===== src/rtl/oram_client_arbiter.sv =====
// oram_client_arbiter
// N-client front door for a single TinyORAM core. Commands from NumClients
// requesters are arbitrated round-robin. Only one command is outstanding at a
// time. The granted client's block data is streamed to or from the core's
// DataIn/DataOut ports with no added latency.
//
// Optional build macro: ORAM_ARB_PARTITION_EN
//   Defined   : the core address is {Owner, low bits of the client address}.
//               Each client then gets a disjoint 1/NumClients slice of the
//               ORAM address space.
//   Undefined : the client address is forwarded unmodified, so all clients
//               share one address space.
module oram_client_arbiter #(
   parameter int NumClients = 4,
   parameter int ORAMU      = 32,
   parameter int ORAMB      = 512,
   parameter int FEDWidth   = 64,
   parameter int BECMDWidth = 2,
   parameter int IDWidth    = $clog2(NumClients)
) (
   input  logic                             Clock,
   input  logic                             Reset,
   // client side
   input  logic [NumClients*BECMDWidth-1:0] CCmd,
   input  logic [NumClients*ORAMU-1:0]      CPAddr,
   input  logic [NumClients-1:0]            CCmdValid,
   output logic [NumClients-1:0]            CCmdReady,
   input  logic [NumClients*FEDWidth-1:0]   CDataIn,
   input  logic [NumClients-1:0]            CDataInValid,
   output logic [NumClients-1:0]            CDataInReady,
   output logic [FEDWidth-1:0]              CDataOut,
   output logic [NumClients-1:0]            CDataOutValid,
   input  logic [NumClients-1:0]            CDataOutReady,
   // core side
   output logic [BECMDWidth-1:0]            Cmd,
   output logic [ORAMU-1:0]                 PAddr,
   output logic                             CmdValid,
   input  logic                             CmdReady,
   output logic [FEDWidth-1:0]              DataIn,
   output logic                             DataInValid,
   input  logic                             DataInReady,
   input  logic [FEDWidth-1:0]              DataOut,
   input  logic                             DataOutValid,
   output logic                             DataOutReady,
   // status
   output logic [IDWidth-1:0]               Owner,
   output logic                             Busy
);

   localparam int Beats        = ORAMB / FEDWidth;
   // One spare bit so the counter can never wrap inside a burst.
   localparam int BeatCntWidth = $clog2(Beats) + 1;
   localparam logic [BeatCntWidth-1:0] LastBeat = BeatCntWidth'(Beats - 1);

   typedef enum logic [1:0] {
      ST_Idle,
      ST_Cmd,
      ST_Write,
      ST_Read
   } stateType;

   stateType                 state;
   stateType                 nextState;
   logic [BeatCntWidth-1:0]  beatCnt;
   logic [IDWidth-1:0]       owner;
   logic [IDWidth-1:0]       lastGrant;
   logic [BECMDWidth-1:0]    cmdReg;
   logic [ORAMU-1:0]         pAddrReg;

   logic                     grantValid;
   logic [IDWidth-1:0]       grantId;
   logic [IDWidth-1:0]       candidate;
   logic [BECMDWidth-1:0]    grantCmd;
   logic [ORAMU-1:0]         grantAddr;

   logic                     wrFire;
   logic                     rdFire;
   logic                     onLastBeat;

   // Round-robin search starting just after the previous winner, wrapping.
   // NOTE: every signal written here gets a default first; a path that skips
   // an assignment in always_comb would otherwise infer a latch.
   always_comb begin
      grantValid = 1'b0;
      grantId    = '0;
      candidate  = '0;
      for (int k = 1; k <= NumClients; k++) begin
         // NumClients is a power of two, so IDWidth-bit addition wraps correctly.
         candidate = lastGrant + IDWidth'(k);
         if (!grantValid && CCmdValid[candidate]) begin
            grantValid = 1'b1;
            grantId    = candidate;
         end
      end
   end

   assign grantCmd = CCmd[grantId*BECMDWidth +: BECMDWidth];

`ifdef ORAM_ARB_PARTITION_EN
   // The client's upper IDWidth address bits are replaced by its own ID.
   assign grantAddr = {grantId, CPAddr[grantId*ORAMU +: ORAMU-IDWidth]};
`else
   assign grantAddr = CPAddr[grantId*ORAMU +: ORAMU];
`endif

   assign wrFire     = (state == ST_Write) && CDataInValid[owner] && DataInReady;
   assign rdFire     = (state == ST_Read) && DataOutValid && CDataOutReady[owner];
   assign onLastBeat = (beatCnt == LastBeat);

   // State register.
   // NOTE: sequential state uses non-blocking assignments only. All flops then
   // update together at the edge, whatever order the blocks are evaluated in.
   always_ff @(posedge Clock or posedge Reset) begin
      if (Reset) state <= ST_Idle;
      else       state <= nextState;
   end

   // Next-state logic plus all handshake and data routing, decoded from state.
   always_comb begin
      nextState     = state;
      CCmdReady     = '0;
      CmdValid      = 1'b0;
      DataIn        = '0;
      DataInValid   = 1'b0;
      CDataInReady  = '0;
      CDataOut      = '0;
      CDataOutValid = '0;
      DataOutReady  = 1'b0;
      unique case (state)
         ST_Idle: begin
            // A grant is withheld during reset so no client sees a phantom accept.
            if (grantValid && !Reset) begin
               CCmdReady[grantId] = 1'b1;
               nextState          = ST_Cmd;
            end
         end
         ST_Cmd: begin
            CmdValid = 1'b1;
            if (CmdReady) nextState = cmdReg[1] ? ST_Read : ST_Write;
         end
         ST_Write: begin
            DataIn              = CDataIn[owner*FEDWidth +: FEDWidth];
            DataInValid         = CDataInValid[owner];
            CDataInReady[owner] = DataInReady;
            if (wrFire && onLastBeat) nextState = ST_Idle;
         end
         ST_Read: begin
            CDataOut             = DataOut;
            CDataOutValid[owner] = DataOutValid;
            DataOutReady         = CDataOutReady[owner];
            if (rdFire && onLastBeat) nextState = ST_Idle;
         end
         default: nextState = ST_Idle;
      endcase
   end

   // Capture the winner's command and address, and remember it for round-robin.
   always_ff @(posedge Clock or posedge Reset) begin
      if (Reset) begin
         owner     <= '0;
         lastGrant <= IDWidth'(NumClients - 1);
         cmdReg    <= '0;
         pAddrReg  <= '0;
      end else if ((state == ST_Idle) && grantValid) begin
         owner     <= grantId;
         lastGrant <= grantId;
         cmdReg    <= grantCmd;
         pAddrReg  <= grantAddr;
      end
   end

   // Beat counter: cleared when the core accepts the command, then counts handshakes.
   always_ff @(posedge Clock or posedge Reset) begin
      if (Reset)                                beatCnt <= '0;
      else if ((state == ST_Cmd) && CmdReady)   beatCnt <= '0;
      else if (wrFire || rdFire)                beatCnt <= beatCnt + BeatCntWidth'(1);
   end

   assign Cmd   = cmdReg;
   assign PAddr = pAddrReg;
   assign Owner = owner;
   assign Busy  = (state != ST_Idle);

endmodule


===== config.mk =====
export PLATFORM = sky130hd
export DESIGN_NAME = oram_client_arbiter
export DESIGN_NICKNAME = d
export VERILOG_FILES = /design/src/rtl/oram_client_arbiter.sv
export SDC_FILE = /design/constraint.sdc
export NUM_CORES = 1
export LEC_CHECK = 0
export CORE_AREA = 2 2 256 258
export DETAILED_ROUTE_END_ITERATION = 6
export DIE_AREA = 0 0 258 260
export PLACE_DENSITY = 0.32
export SYNTH_ARGS = -nofsm -noshare
export SYNTH_HDL_FRONTEND = slang
export SYNTH_SLANG_ARGS = --single-unit

===== constraint.sdc =====
create_clock -name Clock -period 5.5 [get_ports Clock]
set_input_delay 1.375 -clock Clock [delete_from_list [all_inputs] [get_ports Clock]]
set_output_delay 1.375 -clock Clock [all_outputs]
set_load 0.05 [all_outputs]

# Yosys cells after proc, flatten, opt, wreduce, memory -nomap -nowiden
# Index checks and enable logic that the tools add are counted.
# W data, S select, Z words.
[classes]
bitwise = 2
n_reduce_logical = 23
shift = 3
magnitude_cmp = 8
n_eq_ne = 8
n_addsub = 4
muxes = 41
[ops]
columns = ["cell", "count"]
rows = [
  ["$shiftx A256 B9 Y64", 1],
  ["$mux W64", 2],
  ["$shiftx A128 B8 Y32", 1],
  ["$mux W4", 6],
  ["$lt A2 B3 Y1 const B", 6],
  ["$mux W1", 16],
  ["$mux W2", 8],
  ["$logic_and A1 B1 Y1", 14],
  ["$bmux W1 S2", 6],
  ["$and A4 B4 Y4", 2],
  ["$pmux W2 S4", 1],
  ["$shiftx A8 B4 Y2", 1],
  ["$add A2 B2 Y2 const B", 2],
  ["$add A4 B1 Y4 const B", 1],
  ["$demux W1 S2", 2],
  ["$eq A2 B2 Y1 const B", 2],
  ["$eq A4 B3 Y1 const B", 1],
  ["$ge A2 B1 Y1 const B", 2],
  ["$logic_not A1 Y1", 4],
  ["$ne A2 B1 Y1 const B", 2],
  ["$ne A2 B2 Y1 const B", 2],
  ["$reduce_and A4 Y1", 1],
  ["$reduce_bool A2 Y1", 2],
  ["$add A2 B1 Y2 const B", 1],
  ["other kinds (3)", 3],
]
[word_totals]
regBits = 44
input_bits = 473

# Longest topological paths before layout
# Gate-level depths: netlist of run 1.
[logic_depth]
ltp_word = 19
ltp_mapped = 8
depth_no_buf = 5

# Worst setup path after synthesis of run 1
# OpenSTA, ideal clock, no wires.
[synth_path]
path_type = "input to output"
start = "input Reset"
end = "output CCmdReady[0]"
path_stages = 2
required_ns = 4.125
path_slack_ns = 1.175
arrival_time_ns = 2.950
cell_sequence = "inv_1 -> and3_1"
[synth_between]
elab_chain_len = 4
[synth_rtl]
columns = ["element", "line_no", "rtl"]
rows = [
  ["start, declared", "22", "input logic Reset,"],
  ["$logic_not A1 Y1 (no line)", "n/a", ""],
  ["$logic_and A1 B1 Y1", "132", "if (grantValid && !Reset) begin"],
  ["$mux W4", "132", ""],
  ["$mux W4", "129", "unique case (state)"],
  ["end, declared", "27", "output logic [NumClients-1:0] CCmdReady,"],
]
# Every way passes these cells.

# Final worst setup path of run 1
[layout_path]
start = "input CDataInValid[2]"
end = "output DataInValid"
[layout_between]
elab_chain_len = 3
[layout_rtl]
columns = ["element", "line_no", "rtl"]
rows = [
  ["start, declared", "29", "input logic [NumClients-1:0] CDataInValid,"],
  ["$bmux W1 S2", "143", "DataInValid = CDataInValid[owner];"],
  ["$mux W1 (implied by the code)", "143", ""],
  ["$mux W1", "129", ""],
  ["end, declared", "40", "output logic DataInValid,"],
]
# Every way passes these cells. The select of a mux whose other input is x is not followed.

==> results of run 1 <==
==> placed cells by master (no fill, tap or decap), types with 5 or more instances in the layout <==
cell type | synthesis | routed
buf_12 | 0 | 5
and2_1 | 65 | 65
mux2i_1 | 35 | 35
dfrtp_1 | 42 | 40
mux4_2 | 66 | 66
buf_4 | 1 | 31
clkbuf_16 | 0 | 5
a221oi_1 | 34 | 34
o21ai_0 | 38 | 38
nor2_1 | 52 | 52
clkdlybuf4s50_1 | 0 | 634
diode_2 | 0 | 7
nand2_1 | 8 | 8
nand2b_1 | 6 | 6
and3_1 | 69 | 69
a21oi_1 | 7 | 7
o22ai_1 | 35 | 35
==> cell families (layout without fill, tap and decap cells) <==
logic type / after synthesis / in the layout / share of synthesized area
flops: 44 / 44 / 0.206
xor+xnor: 2 / 2 / 0.00327
fa+ha+maj: 1 / 1 / 0.00234
buf+inv: 67 / 682 / 0.0558
mux: 101 / 101 / 0.343
compound gates: 125 / 125 / 0.159
simple gates: 221 / 221 / 0.231
other cells: 0 / 7 / 0
==> where the power goes <==
| group | internal [mW] | total, mW | switching (mW) |
|---|---|---|---|
| Sequential | 0.478 | 0.765 | 0.287 |
| Combinational | 2.01 | 5.20 | 3.19 |
| Clock | 0.220 | 0.385 | 0.165 |
==> worst max path at each step <==
| stage | start | slack, ns | cells after the start | to |
|---|---|---|---|---|
| 5_1_grt | CCmdValid[1] | 0.70 | 5 | CCmdReady[2] |
| 2_1_floorplan | Reset | 1.18 | 2 | CCmdReady[0] |
| 3_3_place_gp | CDataInValid[3] | 0.67 | 4 | DataInValid |
| 6_report | CDataInValid[2] | 0.73 | 4 | DataInValid |
| 3_5_place_dp | CDataInValid[2] | 0.71 | 4 | DataInValid |
| 4_1_cts | CDataInValid[2] | 0.71 | 4 | DataInValid |
==> sequential cells by signal, indices dropped and copies added (netlist names) <==
signal     count
PAddr         32
beatCnt        4
Cmd            2
Owner          2
lastGrant      2
state          2
==> area by class of cell <==
type	instances	area, sq um	area share
Sequential cell	44	1110	0.0852
Clock buffer	5	125	0.00960
Inverter	4	15.0	0.00115
Antenna cell	7	17.5	0.00134
Tap cell	855	1070	0.0820
Multi-Input combinational cell	450	3970	0.305
Clock inverter	3	50.0	0.00384
Timing Repair Buffer	670	6680	0.512
==> metal layers <==
metal	global-route usage	vias up	wire length, microns
li1	-	3425	-
met2	0.260	396	25600
met1	0.136	3537	16800
met3	0.0483	35	4330
met4	0.0385	4	1190
met5	0	-	26
==> worst max-delay path: cells and delay by family <==
family	cells	cell delay [ns]
muxes	1	0.63
buffers and inverters	2	1.18
and+or+nand+nor	1	0.19
==> metrics.txt, run 1 <==
Top Ports=653; worst skew pair latency=0.32 ns; Detailed Route Iter0 Violations=333; final setup fails=0; Power Total=6.35 mW; post-CTS resize count=0; Placed Cells=2023; RD Place Congestion=0.899; status=finished clean; fin area=0.0130 sq mm; Hold WC Path Type=reg -> reg; via count=7397; fmax=0.210 GHz; sequential fraction of the synthesis area=0.206; Core ar.=0.0641 sq mm; Post-Synthesis Cells=561; share of the synthesized area in the top cell type=0.278; GR Util All Layers=0.135; count leader, synth=and3_1; Power per Cell Area=487 mW/mm^2; synth unique cells=43; terminus of the critical flop-to-flop path=PAddr[10]; DRC viols=0; Final Hold Fails=0; Synth top cells by count=and3_1 (69), mux4_2 (66), and2_1 (65), nor2_1 (52), dfrtp_1 (42); first-pass GRT wire length=64.6 mm; clock buffer depth=2; Yosys warnings=0; Crit Reg-Reg Startpoint=state[0]; fin crit share=0.868; Leak=4.82 nW; Critical Path Source Type=input pin; Sink Count=44; gr ovfl total=0; Post-DRT Antenna Nets=0; crit end category=primary output; RSZ-0062 raised after global routing=no; setup TNS=0 ns; htree depth=2; die height=260 microns; Avg Cell Area, Syn=9.55 sq um; Worst Skew=0.0187 ns; WS Path Type=in -> out; Post-Syn Area=0.00536 sq mm; initial antenna violation count=11; final wirelength=48.0 mm; R2R setup slack=2.91 ns; Synth area leader=mux4_2; full die area=0.0671 sq mm; Area growth syn-to-layout=143%; nets=1649; Place WS=0.707 ns; utilization after layout=0.203; peak fanout along the critical path=3; layout cell share with drive strength beyond 1=0.105; WHS Path Cells=2; Worst Path Arrival=3.40 ns; number of flops mapped to enable cells by yosys=0; register bit total from synthesis=44; pin count of the biggest net entering global routing=72; CTS tree=built; Non-Filler Instances=2038; max-cap violation count=0; worst stage delay on the critical path=0.73 ns; DP HPWL=40.4 mm; Avg Vias per Cell=3.63; Worst R2R Path Depth=5; crit-path cells=clkdlybuf4s50_1, mux4_2, and2_1, clkdlybuf4s50_1; Placed Area=0.0128 sq mm; DRT Pass-1 Iters=6; Slew @ Worst Pin=1.11 ns; CTS Hold Bufs=0; Die X=258 microns; CTS Root Cell=clkbuf_16; Main synth FF type=dfrtp_1; Syn Nets=1035; Peak VDD IR=0.000160 V; Hold EP=lastGrant[0]; PortBufs=652; Fin Hold WS=0.558 ns; Final Critical Period=4.77 ns; drt wl/cell=23.5 microns; fill count=7074; row count=93; Starting Density=0.0835; post-route setup slack=0.727 ns; Num CTS Buffers=5; Most common cell on crit path=clkdlybuf4s50_1; Final Slew Violations=0; Reg clk slew, reported paths=0.08 ns; postcts setup bufs=0; Async SR Flop Fraction=1.00; Slew headroom=0.263; top post-synthesis cells by area=mux4_2 (28%), dfrtp_1 (20%), and3_1 (8.1%); slowest stage cell, crit path=clkdlybuf4s50_1; CP required=4.12 ns; vias in the first global route=7929; hold path startpoint=lastGrant[0]
(Power assumes the default switching activity.)
==> inputs of run 2 (changes only) <==
--- a/config.mk
+++ b/config.mk
@@ -8,6 +8,7 @@
 export CORE_AREA = 2 2 256 258
 export DETAILED_ROUTE_END_ITERATION = 6
 export DIE_AREA = 0 0 258 260
+export GPL_TIMING_DRIVEN = 0
 export PLACE_DENSITY = 0.32
 export SYNTH_ARGS = -nofsm -noshare
 export SYNTH_HDL_FRONTEND = slang
==> run 2 against run 1 <==
Effect of this change: wire length rose by 6.0%; largest cell class unchanged; register-to-register slack improved by 0.18 ns; sequential power shrank 21%; non-clock buffer count is 45 higher; critical path depth is 4 higher; clock skew fell by 0.0026 ns; final area increased by 0.55%; clock power down 14%; setup slack got worse by 0.55 ns; clock-buffer cell count up 1; highest routed layer unchanged.
==> metrics.txt, run 2 (synthesis results as in run 1) <==
row count=93; Slew headroom=0.342; Final Critical Period=5.32 ns; Core ar.=0.0641 sq mm; met2 Usage GRT=0.289; Logic pwr share=0.855; Num CTS Buffers=5; Die X=258 microns; vias in the first global route=8151; DP HPWL=44.6 mm; Worst R2R Path Depth=6; most common cell after layout, fill and taps aside=clkdlybuf4s50_1; Critical Path Source Type=input pin; Non-Filler Instances=2077; max-cap violation count=0; Internal Dissipation=2.68 mW; WS Path Type=in -> out; drt wl/cell=24.5 microns; Peak VDD IR=0.000175 V; R2R setup slack=3.09 ns; crit end category=primary output; fin area=0.0131 sq mm; Post-DRT Antenna Nets=0; Fin Hold WS=0.546 ns; DRC viols=0; Starting Density=0.0835; DRT Pass-1 Iters=4; CTS Root Cell=clkbuf_16; Worst Path Arrival=3.94 ns; postcts setup bufs=0; status=finished clean; Sink Count=44; Hold EP=lastGrant[1]; Sequential Power Share=0.094; gr ovfl total=0; RSZ-0062 raised after global routing=no; final wirelength=50.9 mm; worst skew pair latency=0.32 ns; Power per Cell Area=491 mW/mm^2; Top Ports=653; Final Slew Violations=0; CTS tree=built; PortBufs=651; peak fanout along the critical path=10; Final Hold Fails=0; GR Util All Layers=0.145; gr busiest metal=met2; fmax=0.188 GHz; full die area=0.0671 sq mm; htree depth=2; Placed Area=0.0130 sq mm; fill count=7110; layout cell share with drive strength beyond 1=0.0885; Reg clk slew, reported paths=0.07 ns; hold path startpoint=lastGrant[1]; Sw Ratio=0.583; die height=260 microns; CP required=4.12 ns; Leak=4.83 nW; most frequent cells in the layout=clkdlybuf4s50_1 (647), and3_1 (69), mux4_2 (66), and2_1 (65), nor2_1 (52); Hold WC Path Type=reg -> reg; Detailed Route Iter0 Violations=295; max FFs per register=32; RD Place Congestion=0.881; fin crit share=0.967; Placed Cells=2068; Crit Reg-Reg Startpoint=lastGrant[1]; initial antenna violation count=9; via count=7528; final setup fails=0; clock buffer depth=2; met1 Track Usage GR=0.143; Area growth syn-to-layout=145%; GRT met3 Usage=0.0466; first-pass GRT wire length=68.0 mm; Worst Skew=0.0161 ns; pin count of the biggest net entering global routing=34; nets=1694; Clk pwr share=0.052; WHS Path Cells=2; Slew @ Worst Pin=0.983 ns; terminus of the critical flop-to-flop path=PAddr[29]; Psw=3.76 mW; Avg Vias per Cell=3.62
[run 2: timing repair]
action,4_1_cts,5_1_grt
cloned,0,0
hold endpoints to repair,0,0
resized for setup,7,2
hold buffers,0,0
pin swaps,0,0
setup endpoints to repair,4,1
[run 2: layer usage]
layer,share of wire,wire (microns)
met1,0.34,17500
met2,0.55,27800
met3,0.085,4320
met4,0.024,1220
met5,0.00088,45
[run 2: per-stage QoR]
stage                     TNS [ns]  total power [mW]  worst slack, ns  utilization
after floorplan                  0              3.96             1.18            -
after global placement       -2.65              6.25           -0.723        0.202
after detailed placement     -1.09              6.23           -0.423        0.202
after CTS                        0              6.61            0.109        0.204
after global routing             0              6.82           0.0347        0.204
final                            0              6.44            0.180        0.204
[run 2: cell type report]
type                            count  area, sq um  area share
Buffer                             63          287      0.0219
Multi-Input combinational cell    450         3960       0.302
Timing Repair Buffer              652         6530       0.498
Sequential cell                    44         1100      0.0842
Clock inverter                      2         16.3     0.00124
Antenna cell                        1         2.50    0.000191
Tap cell                          855         1070      0.0816
Clock buffer                        6          129     0.00983
Inverter                            4         15.0     0.00115
[run 2: worst max-delay path, cell delays in order]
cell	delay [ns]
clkdlybuf4s50_1	0.65
or2_1	0.28
nor3_4	0.09
nor2_2	0.23
buf_2	0.27
buf_2	0.28
and3_1	0.20
dlygate4sd2_1	0.56
[run 2: power by group through the flow]
stage / clock [mW] / combinational [mW] / sequential, mW
after floorplan: 0 / 2.99 / 0.971
after global placement: 0 / 5.65 / 0.600
after detailed placement: 0 / 5.63 / 0.608
after CTS: 0.353 / 5.65 / 0.606
after global routing: 0.358 / 5.83 / 0.627
final: 0.333 / 5.51 / 0.603
[run 2: worst max path at each step]
stage / startpoint / to / slack (ns) / cells past startpoint
finish: CCmdValid[2] / CCmdReady[2] / 0.18 / 8
global route: CCmdValid[3] / CCmdReady[2] / 0.03 / 8
CTS: CCmdValid[2] / CCmdReady[3] / 0.11 / 8
detailed placement: CCmdValid[2] / CCmdReady[0] / -0.42 / 6
global placement: Reset / CCmdReady[3] / -0.72 / 4
floorplan: Reset / CCmdReady[0] / 1.18 / 2
==> inputs of run 3 (changes only) <==
--- a/config.mk
+++ b/config.mk
@@ -10,6 +10,7 @@
 export DIE_AREA = 0 0 258 260
 export GPL_TIMING_DRIVEN = 0
 export PLACE_DENSITY = 0.32
+export SLEW_MARGIN = 20
 export SYNTH_ARGS = -nofsm -noshare
 export SYNTH_HDL_FRONTEND = slang
 export SYNTH_SLANG_ARGS = --single-unit
==> run 3 against run 2 <==
Effect of this change: non-clock buffer count unchanged; clock-buffer cell count decreased by 1; global-route usage increased by 0.072 points; largest cell class unchanged; core utilization increased by 0.090 points; combinational power about the same; clock skew decreased by 0.0053 ns; largest power group unchanged; final area increased by 0.44%; sequential share of layout area about the same; first-iteration DRC count decreased by 9.2%.
==> metrics.txt, run 3 (synthesis results as in run 1) <==
clock buffer depth=2; Final Critical Period=5.32 ns; worst skew pair latency=0.31 ns; crit-path cells=clkdlybuf4s50_1, or2_1, nor3_4, nor2_2, buf_2, buf_2, and3_1, clkdlybuf4s15_1; Hold WC Path Type=reg -> reg; RSZ-0062 raised after global routing=no; vias in the first global route=8179; kind of cell adding the most delay to the critical path=buffers and inverters; post-route setup slack=0.184 ns; Slew headroom=0.347; peak fanout along the critical path=10; WS Path Type=in -> out; Reg clk slew, reported paths=0.07 ns; Worst Skew=0.0108 ns; Area growth syn-to-layout=146%; Critical Path Source Type=input pin; CTS Root Cell=clkbuf_16; postcts setup bufs=0; CTS tree=built; Power per Cell Area=496 mW/mm^2; worst stage delay on the critical path=0.64 ns; nets=1694; DP HPWL=44.7 mm; via count=7560; Post-DRT Antenna Nets=0; wire length on met3=4.28 mm; die height=260 microns; Final Hold Fails=0; status=finished clean; initial antenna violation count=6; Non-Filler Instances=2077; GR Util All Layers=0.145; DRT Pass-1 Iters=4; slowest stage cell, crit path=clkdlybuf4s50_1; htree depth=2; M1 WL=17.9 mm; gr ovfl total=0; most frequent cells in the layout=clkdlybuf4s50_1 (647), and3_1 (69), mux4_2 (66), and2_1 (65), nor2_1 (52); Peak VDD IR=0.000185 V; most common cell after layout, fill and taps aside=clkdlybuf4s50_1; Place WS=-0.422 ns; max FFs per register=32; fin area=0.0132 sq mm; Most common cell on crit path=buf_2; uppermost layer routed=met5; max-cap violation count=0; Critical path buffers and inverters=4; Detailed Route Iter0 Violations=268; DRC viols=0; Starting Density=0.0835; fmax=0.188 GHz; Core ar.=0.0641 sq mm; layout cell share with drive strength beyond 1=0.0877; drt wl/cell=24.6 microns; Final Slew Violations=0; Die X=258 microns; fin crit share=0.966; setup TNS=0 ns; PortBufs=651; row count=93; Slew @ Worst Pin=0.979 ns; fill count=7109; Sink Count=44; first-pass GRT wire length=68.5 mm; pin count of the biggest net entering global routing=43; Avg Vias per Cell=3.64; Placed Area=0.0130 sq mm; final setup fails=0; met2 wire length=28.0 mm; full die area=0.0671 sq mm; RD Place Congestion=0.881; crit end category=primary output; Leak=4.85 nW; Num CTS Buffers=5; final wirelength=51.1 mm; Worst Path Arrival=3.94 ns; Power Total=6.53 mW; Top Ports=653; Placed Cells=2068; CP required=4.12 ns
-- run 3: final cells by class --
class | count | area, sq um | area share
diodes | 2 | 5.00 | 0.000380
plain buffers | 63 | 287 | 0.0218
clock buffers | 5 | 125 | 0.00950
clock inverters | 2 | 60.1 | 0.00456
inverters | 4 | 17.5 | 0.00133
multi-input cells | 450 | 3960 | 0.301
flip-flops and latches | 44 | 1100 | 0.0838
well taps | 855 | 1070 | 0.0812
repair buffers | 652 | 6540 | 0.497
-- run 3: worst paths after layout --
| check | start | endpoint | slack (ns) | cells after the start |
|---|---|---|---|---|
| setup / recovery | CCmdValid[3] | CCmdReady[3] | 0.18 | 8 |
| hold / removal | lastGrant[1] | lastGrant[1] | 0.54 | 2 |
| setup reg to reg | lastGrant[1] | PAddr[6] | 3.10 | 7 |
| hold reg to reg | lastGrant[1] | lastGrant[1] | 0.54 | 2 |
| max in group asynchronous | Reset | lastGrant[1] | 3.60 | 3 |
| min in group asynchronous | Reset | state[0] | 1.37 | 2 |
-- run 3: per-stage QoR --
stage	util	hold slack, ns
after floorplan	-	0.500
after global placement	0.202	0.534
after detailed placement	0.202	0.539
after CTS	0.205	0.546
after global routing	0.205	0.595
final	0.205	0.543
-- run 3: per-layer routing --
layer | vias to the layer above | global-route usage
met1 | 3605 | 0.147
met3 | 36 | 0.0453
met4 | 2 | 0.0292
li1 | 3507 | -
met2 | 410 | 0.289
met5 | - | 0
-- run 3: worst reg2reg max path: cells and delay by family (launching register included) --
family	cells	cell delay (ns)
AO/OA/AOI/OAI	4	1.08
buffers and inverters	2	0.53
flip-flops	1	0.53
AND/OR/NAND/NOR	1	0.12
-- run 3: what timing repair did --
action,4_1_cts,5_1_grt
endpoints found under the setup margin,4,1
resized for setup,7,1
hold buffers,0,0
-- run 3: report_power, final --
part | leakage, nW | switching, mW | total (mW) | internal [mW]
sequential | 0.478 | 0.125 | 0.601 | 0.476
clock | 0.0899 | 0.155 | 0.414 | 0.259
combinational | 4.28 | 3.47 | 5.51 | 2.04
total | 4.85 | 3.75 | 6.53 | 2.77
